[src/rtl/vga_sync_receiver.sv]
`timescale 1ns/1ps
// vga_sync_receiver: recovers pixel coordinates from incoming hsync/vsync/de,
// checks line/frame timing against the expected raster, and reports lock and errors.
// Latency: 3 pix_en ticks from pin to de_out/x_out/y_out/line_start/frame_start.
// Backpressure: none; this block only observes the video stream.
// Ports:
//   clk_50MHz, reset (async, active-high), pix_en (pixel tick qualifier)
//   hsync_in, vsync_in, de_in        : asynchronous video timing inputs
//   x_out, y_out, de_out             : recovered coordinates and registered display enable
//   line_start, frame_start          : one-cycle pulses on hsync/vsync leading edges
//   locked, timing_err, err_count    : lock status, violation pulse, saturating error count
module vga_sync_receiver #(
  parameter int H_TOTAL          = 800,
  parameter int H_SYNC           = 96,
  parameter int V_TOTAL          = 525,
  parameter int LOCK_FRAMES      = 2,
  parameter bit SYNC_ACTIVE_HIGH = 1'b1
) (
  input  logic       clk_50MHz,
  input  logic       reset,
  input  logic       pix_en,
  input  logic       hsync_in,
  input  logic       vsync_in,
  input  logic       de_in,
  output logic [9:0] x_out,
  output logic [9:0] y_out,
  output logic       de_out,
  output logic       line_start,
  output logic       frame_start,
  output logic       locked,
  output logic       timing_err,
  output logic [7:0] err_count
);

  typedef enum logic [1:0] {
    ST_SEARCH = 2'd0,
    ST_VERIFY = 2'd1,
    ST_LOCKED = 2'd2
  } state_t;

  localparam logic        SYNC_INV   = (SYNC_ACTIVE_HIGH == 1'b0);
  localparam logic [11:0] LINE_EXP   = 12'(H_TOTAL);
  localparam logic [10:0] HWID_EXP   = 11'(H_SYNC);
  localparam logic [9:0]  LINES_EXP  = 10'(V_TOTAL);
  // hcnt value on the tick where it would step to 2*H_TOTAL
  localparam logic [10:0] TMO_LAST   = 11'(2 * H_TOTAL - 1);
  localparam logic [8:0]  LOCK_GOAL  = 9'(LOCK_FRAMES);

  // Bit order in the synchronizer vectors: {de, vsync, hsync}
  logic [2:0]  sync1_q, sync1_d;
  logic [2:0]  sync2_q, sync2_d;
  logic [2:0]  prev_q, prev_d;
  logic [10:0] hcnt_q, hcnt_d;
  logic [10:0] hwid_q, hwid_d;
  logic [9:0]  lines_q, lines_d;
  logic [9:0]  x_q, x_d;
  logic [9:0]  y_q, y_d;
  logic        de_q, de_d;
  logic        line_start_q, line_start_d;
  logic        frame_start_q, frame_start_d;
  logic        locked_q, locked_d;
  logic        timing_err_q, timing_err_d;
  logic [7:0]  err_count_q, err_count_d;
  logic [7:0]  good_q, good_d;
  state_t      state_q, state_d;

  logic [2:0]  norm;
  logic        h_lead, h_trail, v_lead, de_rise, de_fall;
  logic [11:0] line_len;
  logic [9:0]  lines_inc;
  logic [8:0]  good_inc;
  logic        len_err, wid_err, frame_err, timeout, any_viol;
  logic        err_pulse;

  // Only the syncs are polarity-normalized; de is always active-high.
  assign norm     = sync2_q ^ {1'b0, SYNC_INV, SYNC_INV};

  assign h_lead   = pix_en &  norm[0] & ~prev_q[0];
  assign h_trail  = pix_en & ~norm[0] &  prev_q[0];
  assign v_lead   = pix_en &  norm[1] & ~prev_q[1];
  assign de_rise  = pix_en &  norm[2] & ~prev_q[2];
  assign de_fall  = pix_en & ~norm[2] &  prev_q[2];

  // Widened so a saturated hcnt of 2047 still yields a distinct length.
  assign line_len = {1'b0, hcnt_q} + 12'd1;
  // Line closes before frame processing, so a coincident hsync edge is counted.
  assign lines_inc = (h_lead && (lines_q != '1)) ? lines_q + 10'd1 : lines_q;
  assign good_inc  = {1'b0, good_q} + 9'd1;

  assign len_err   = h_lead  & (line_len  != LINE_EXP);
  assign wid_err   = h_trail & (hwid_q    != HWID_EXP);
  assign frame_err = v_lead  & (lines_inc != LINES_EXP);
  assign timeout   = pix_en & ~h_lead & (hcnt_q == TMO_LAST);
  assign any_viol  = len_err | wid_err | frame_err | timeout;

  // Datapath next-state
  always_comb begin
    sync1_d       = sync1_q;
    sync2_d       = sync2_q;
    prev_d        = prev_q;
    hcnt_d        = hcnt_q;
    hwid_d        = hwid_q;
    lines_d       = lines_q;
    x_d           = x_q;
    y_d           = y_q;
    de_d          = de_q;
    line_start_d  = h_lead;
    frame_start_d = v_lead;

    if (pix_en) begin
      sync1_d = {de_in, vsync_in, hsync_in};
      sync2_d = sync1_q;
      prev_d  = norm;
      de_d    = norm[2];

      if (h_lead) begin
        hcnt_d = '0;
      end else if (hcnt_q != '1) begin
        hcnt_d = hcnt_q + 11'd1;
      end

      // The leading-edge tick is the first active tick of the pulse.
      if (norm[0]) begin
        if (h_lead) begin
          hwid_d = 11'd1;
        end else if (hwid_q != '1) begin
          hwid_d = hwid_q + 11'd1;
        end
      end

      lines_d = v_lead ? '0 : lines_inc;

      if (de_rise) begin
        x_d = '0;
      end else if (norm[2]) begin
        if (x_q != '1) begin
          x_d = x_q + 10'd1;
        end
      end else begin
        x_d = '0;
      end

      if (v_lead) begin
        y_d = '0;
      end else if (de_fall && (y_q != '1)) begin
        y_d = y_q + 10'd1;
      end
    end
  end

  // Lock FSM
  always_comb begin
    state_d   = state_q;
    good_d    = good_q;
    err_pulse = 1'b0;

    case (state_q)
      ST_SEARCH: begin
        if (v_lead) begin
          state_d = ST_VERIFY;
          good_d  = '0;
        end
      end
      ST_VERIFY: begin
        if (any_viol) begin
          err_pulse = 1'b1;
          state_d   = ST_SEARCH;
          good_d    = '0;
        end else if (v_lead) begin
          good_d = good_inc[7:0];
          if (good_inc >= LOCK_GOAL) begin
            state_d = ST_LOCKED;
          end
        end
      end
      ST_LOCKED: begin
        if (any_viol) begin
          err_pulse = 1'b1;
          state_d   = ST_SEARCH;
          good_d    = '0;
        end
      end
      default: begin
        state_d = ST_SEARCH;
        good_d  = '0;
      end
    endcase

    // Registered from the next state so locked moves on the same edge as
    // frame_start / timing_err.
    locked_d     = (state_d == ST_LOCKED);
    timing_err_d = err_pulse;
    err_count_d  = (err_pulse && (err_count_q != '1)) ? err_count_q + 8'd1 : err_count_q;
  end

  always_ff @(posedge clk_50MHz or posedge reset) begin
    if (reset) begin
      sync1_q       <= '0;
      sync2_q       <= '0;
      prev_q        <= '0;
      hcnt_q        <= '0;
      hwid_q        <= '0;
      lines_q       <= '0;
      x_q           <= '0;
      y_q           <= '0;
      de_q          <= 1'b0;
      line_start_q  <= 1'b0;
      frame_start_q <= 1'b0;
      locked_q      <= 1'b0;
      timing_err_q  <= 1'b0;
      err_count_q   <= '0;
      good_q        <= '0;
      state_q       <= ST_SEARCH;
    end else begin
      sync1_q       <= sync1_d;
      sync2_q       <= sync2_d;
      prev_q        <= prev_d;
      hcnt_q        <= hcnt_d;
      hwid_q        <= hwid_d;
      lines_q       <= lines_d;
      x_q           <= x_d;
      y_q           <= y_d;
      de_q          <= de_d;
      line_start_q  <= line_start_d;
      frame_start_q <= frame_start_d;
      locked_q      <= locked_d;
      timing_err_q  <= timing_err_d;
      err_count_q   <= err_count_d;
      good_q        <= good_d;
      state_q       <= state_d;
    end
  end

  assign x_out       = x_q;
  assign y_out       = y_q;
  assign de_out      = de_q;
  assign line_start  = line_start_q;
  assign frame_start = frame_start_q;
  assign locked      = locked_q;
  assign timing_err  = timing_err_q;
  assign err_count   = err_count_q;

endmodule

[config.mk]
export PLATFORM = sky130hd
export DESIGN_NAME = vga_sync_receiver
export DESIGN_NICKNAME = d
export VERILOG_FILES = /design/src/rtl/vga_sync_receiver.sv
export SDC_FILE = /design/constraint.sdc
export NUM_CORES = 1
export LEC_CHECK = 0
export ABC_AREA = 1
export CELL_PAD_IN_SITES_DETAIL_PLACEMENT = 1
export CELL_PAD_IN_SITES_GLOBAL_PLACEMENT = 2
export CORE_MARGIN = 2
export CORE_UTILIZATION = 37
export DETAILED_ROUTE_END_ITERATION = 8
export PLACE_DENSITY = 0.95
export SYNTH_ARGS = -nofsm -noshare
export SYNTH_HDL_FRONTEND = slang
export SYNTH_SLANG_ARGS = --single-unit
[constraint.sdc]
create_clock -name clk_50MHz -period 5.22 [get_ports clk_50MHz]
set_input_delay 1.305 -clock clk_50MHz [delete_from_list [all_inputs] [get_ports clk_50MHz]]
set_output_delay 1.305 -clock clk_50MHz [all_outputs]
set_load 0.01 [all_outputs]
==> flow_metrics.py <==
metrics = {
    "logic_synthesis": {
        "ys.flop_type": "dfrtp_1",
        "yosys.area.top_type": "dfrtp_1",
        "synthesis.nets": 648,
        "synth-xor-area-share_pct": 2.40,
        "yosysSeqAreaShare_pct": 43.7,
        "synth.area.top_cells": "dfrtp_1 (44%), nand2_1 (12%), inv_1 (7.7%)",
        "synth-simple-area-share_pct": 31.2,
        "synth_compound_area_share_pct": 9.90,
        "synthAdderAreaFrac_pct": 3.42,
        "ys_ff_latch": 83,
        "synth.mux.area_fraction_pct": 0,
        "synth_top_area_share_pct": 43.7,
        "synth.avg_cell_area_um2": 7.55,
        "async_flop_share_pct": 100,
        "ys_warn_count": 0,
        "synth_top_family_by_area": "simple AND/OR/NAND/NOR gates",
        "yosysUniqueCellTypes": 39,
        "synth_edf_count": 0,
        "synth_area_um2": 4750,
        "syn_inst": 629,
    },
    "cells_and_area": {
        "multi_input_area_um2": 2230,
        "antennaDiodeCount": 0,
        "finish.utilization_pct": 44.5,
        "regArea_um2": 2080,
        "stdcell_count": 850,
        "design_area_um2": 5590,
        "drive_above_1_share_pct": 7.67,
        "layout.nets": 692,
        "fillers": 1563,
        "syn2layout_area_growth_pct": 17.7,
    },
    "placement": {
        "place_inst": 834,
        "place_ws_ns": 1.34,
        "place_congestion": 0.796,
        "port_buffers": 38,
        "place_area_um2": 5310,
        "dpl.hpwl_um": 8910,
    },
    "hold_path": {
        "hold_path_startpoint": "sync1_q[0]$_DFFE_PP0P_",
        "hp-class": "flip-flop to flip-flop",
    },
    "sta": {
        "fin_crit_ns": 3.53,
        "whs_ns": 0.492,
        "tns_ns": 0,
        "finalSetupViolations": 0,
        "min_period_over_period_pct": 67.6,
        "fin_ws_ns": 1.69,
        "rsz0062_at_grt": "no",
        "fmax_ghz": 0.283,
        "drv_slew": 0,
        "skew_ns": 0.00893,
        "slew-limit-headroom_pct": 41.3,
        "worst_pin_slew_ns": 0.880,
        "hold_violations": 0,
    },
    "floorplanning": {
        "initial_core_util_pct": 37.8,
        "fp.dieW_um": 117,
        "die_h_um": 117,
        "core_region_area_um2": 12600,
        "pin_count": 39,
        "die_area_um2": 13800,
        "num_rows": 41,
    },
    "clocking": {
        "clkTransAtPathRegs_ns": 0.07,
        "clk_latency_ns": 0.35,
        "cts_resized": 0,
        "ctsHoldBuffers": 0,
        "clock-sinks": 83,
        "cts_buffer_depth": 2,
        "cts-buffers-inserted": 9,
        "cts_tree": "built",
        "cts_max_level": 3,
        "post_cts_buffers": 0,
        "root_buffer": "clkbuf_16",
    },
    "power": {
        "p_leak_nw": 2.57,
        "ir_drop_uv": 246,
        "p_switching_uw": 696,
        "pwr-share-seq_pct": 42.1,
        "total_power_mw": 1.95,
        "power.share.clock_pct": 31.2,
        "power.density_nw_per_um2": 349,
        "comb_power_share_pct": 26.6,
        "switching_share_pct": 35.6,
        "internal_power_mw": 1.26,
    },
    "detailed_routing": {
        "dr.pass1.iters": 4,
        "drcViolationCount": 0,
        "dr_total_vias": 4298,
        "drt-vias-per-instance": 5.06,
        "wl_per_cell_um": 14.9,
        "ant_nets": 0,
        "finalWirelength_um": 12700,
        "initialDrtViolationCount": 177,
    },
    "grt": {
        "grt_max_degree": 48,
        "overflow": 0,
        "grt_first_pass_wirelength_um": 22200,
        "grt_antenna_before_repair": 0,
        "grt_pass1_vias": 4708,
        "grt_usage_pct": 19.5,
    },
    "setup_path": {
        "end_kind": "flip-flop",
        "r2r_start": "prev_q[0]$_DFFE_PP0P_",
        "critPathKind": "primary input to flip-flop",
        "crit_path_start_kind": "primary input",
        "cp.required_ns": 5.46,
        "crit_start": "pix_en",
        "cp_max_fo": 23,
        "worstPathArrival_ns": 3.77,
    },
    "run_status": {
        "run_status": "finished, final reports clean",
    },
    "job": {
        "drv_cap": 0,
    },
}
[per-layer routing]
metal | track usage, % | vias to the layer above | wire (um)
met2 | 35.7 | 45 | 6550
met4 | 7.00 | 0 | 221
met3 | 2.77 | 17 | 222
met5 | 0 | - | 0
li1 | - | 2111 | -
met1 | 23.3 | 2125 | 5660
[layout by cell type, fill, tap and decap left out, types with 3 or more instances in the layout]
master	instances
clkinv_2	3
o21ai_2	7
nor2_1	60
dfrtp_1	83
nor3_1	17
nor2_2	3
inv_1	97
nand3_1	57
clkbuf_16	9
clkinvlp_4	3
nand2_2	8
buf_4	5
ha_1	13
nand2_1	152
o21ai_0	34
nand4_1	16
clkdlybuf4s50_1	38
xnor2_1	3
a21oi_1	29
nor4_1	3
xor2_1	10
[state kept, by name (all words and copies together), names as in the netlist]
| signal | flops |
|---|---|
| hcnt_q | 11 |
| hwid_q | 11 |
| lines_q | 10 |
| x_out | 10 |
| y_out | 10 |
| err_count | 8 |
| good_q | 8 |
| norm | 3 |
| prev_q | 3 |
| sync1_q | 3 |
| state_q | 2 |
| frame_start | 1 |
| line_start | 1 |
| locked | 1 |
| timing_err | 1 |
[final cells by class]
class | instances | area share (%)
Sequential cell | 83 | 37.1
Tap cell | 172 | 3.85
Clock buffer | 10 | 4.27
Multi-Input combinational cell | 437 | 39.9
Inverter | 99 | 6.67
Clock inverter | 6 | 0.738
Timing Repair Buffer | 43 | 7.47
[kinds of logic after synthesis]
group	count (synthesis)
adders and majority gates	13
AOI/OAI and AO/OA	82
DFF	83
and+or+nand+nor	329
xor gates and xnor gates	13
buffers and inverters	109
[power groups by stage]
stage                     sequential (mW)  clock, mW  combinational (mW)
after floorplan                     0.824          0               0.348
after global placement              0.825          0               0.489
after detailed placement            0.833          0               0.515
after CTS                           0.824      0.626               0.527
after global routing                0.838      0.650               0.591
final                               0.823      0.610               0.521
[cells in the mapped netlist (2+ instances only)]
cell type	n
a211oi_1	2
a21oi_1	29
a31oi_1	2
and2_1	2
buf_2	2
clkbuf_1	4
dfrtp_1	83
ha_1	13
inv_1	98
nand2_1	152
nand2_2	8
nand3_1	57
nand3_2	2
nand3_4	2
nand4_1	16
nor2_1	60
nor2_2	3
nor2_4	2
nor3_1	17
nor4_1	3
o21ai_0	34
o21ai_1	2
o21ai_2	7
o22ai_1	2
or2_2	2
xnor2_1	3
xor2_1	10
[critical path, cell delays in order]
cell and delay [ns]:
clkdlybuf4s50_1 0.47, buf_4 0.24, nand2_1 0.13, nor2_2 0.10, buf_4 0.22, inv_1 0.24, a21oi_1 0.50, inv_1 0.10
nand3_1 0.12, nand2_2 0.14, nand2_1 0.12, nand2_1 0.06
[final timing paths]
check                                            to  slack, ns  depth (start not counted)
hold / removal               sync1_q[0]$_DFFE_PP0P_       0.49                          2
hold reg to reg              sync1_q[0]$_DFFE_PP0P_       0.49                          2
max in group asynchronous      x_out[4]$_DFFE_PP0P_       2.77                          3
setup reg to reg           err_count[2]$_DFFE_PP0P_       2.87                         13
setup / recovery              good_q[6]$_DFFE_PP0P_       1.69                         12
min in group asynchronous     frame_start$_DFF_PP0_       1.42                          2
Note: power is estimated with default switching activity, not from simulation.
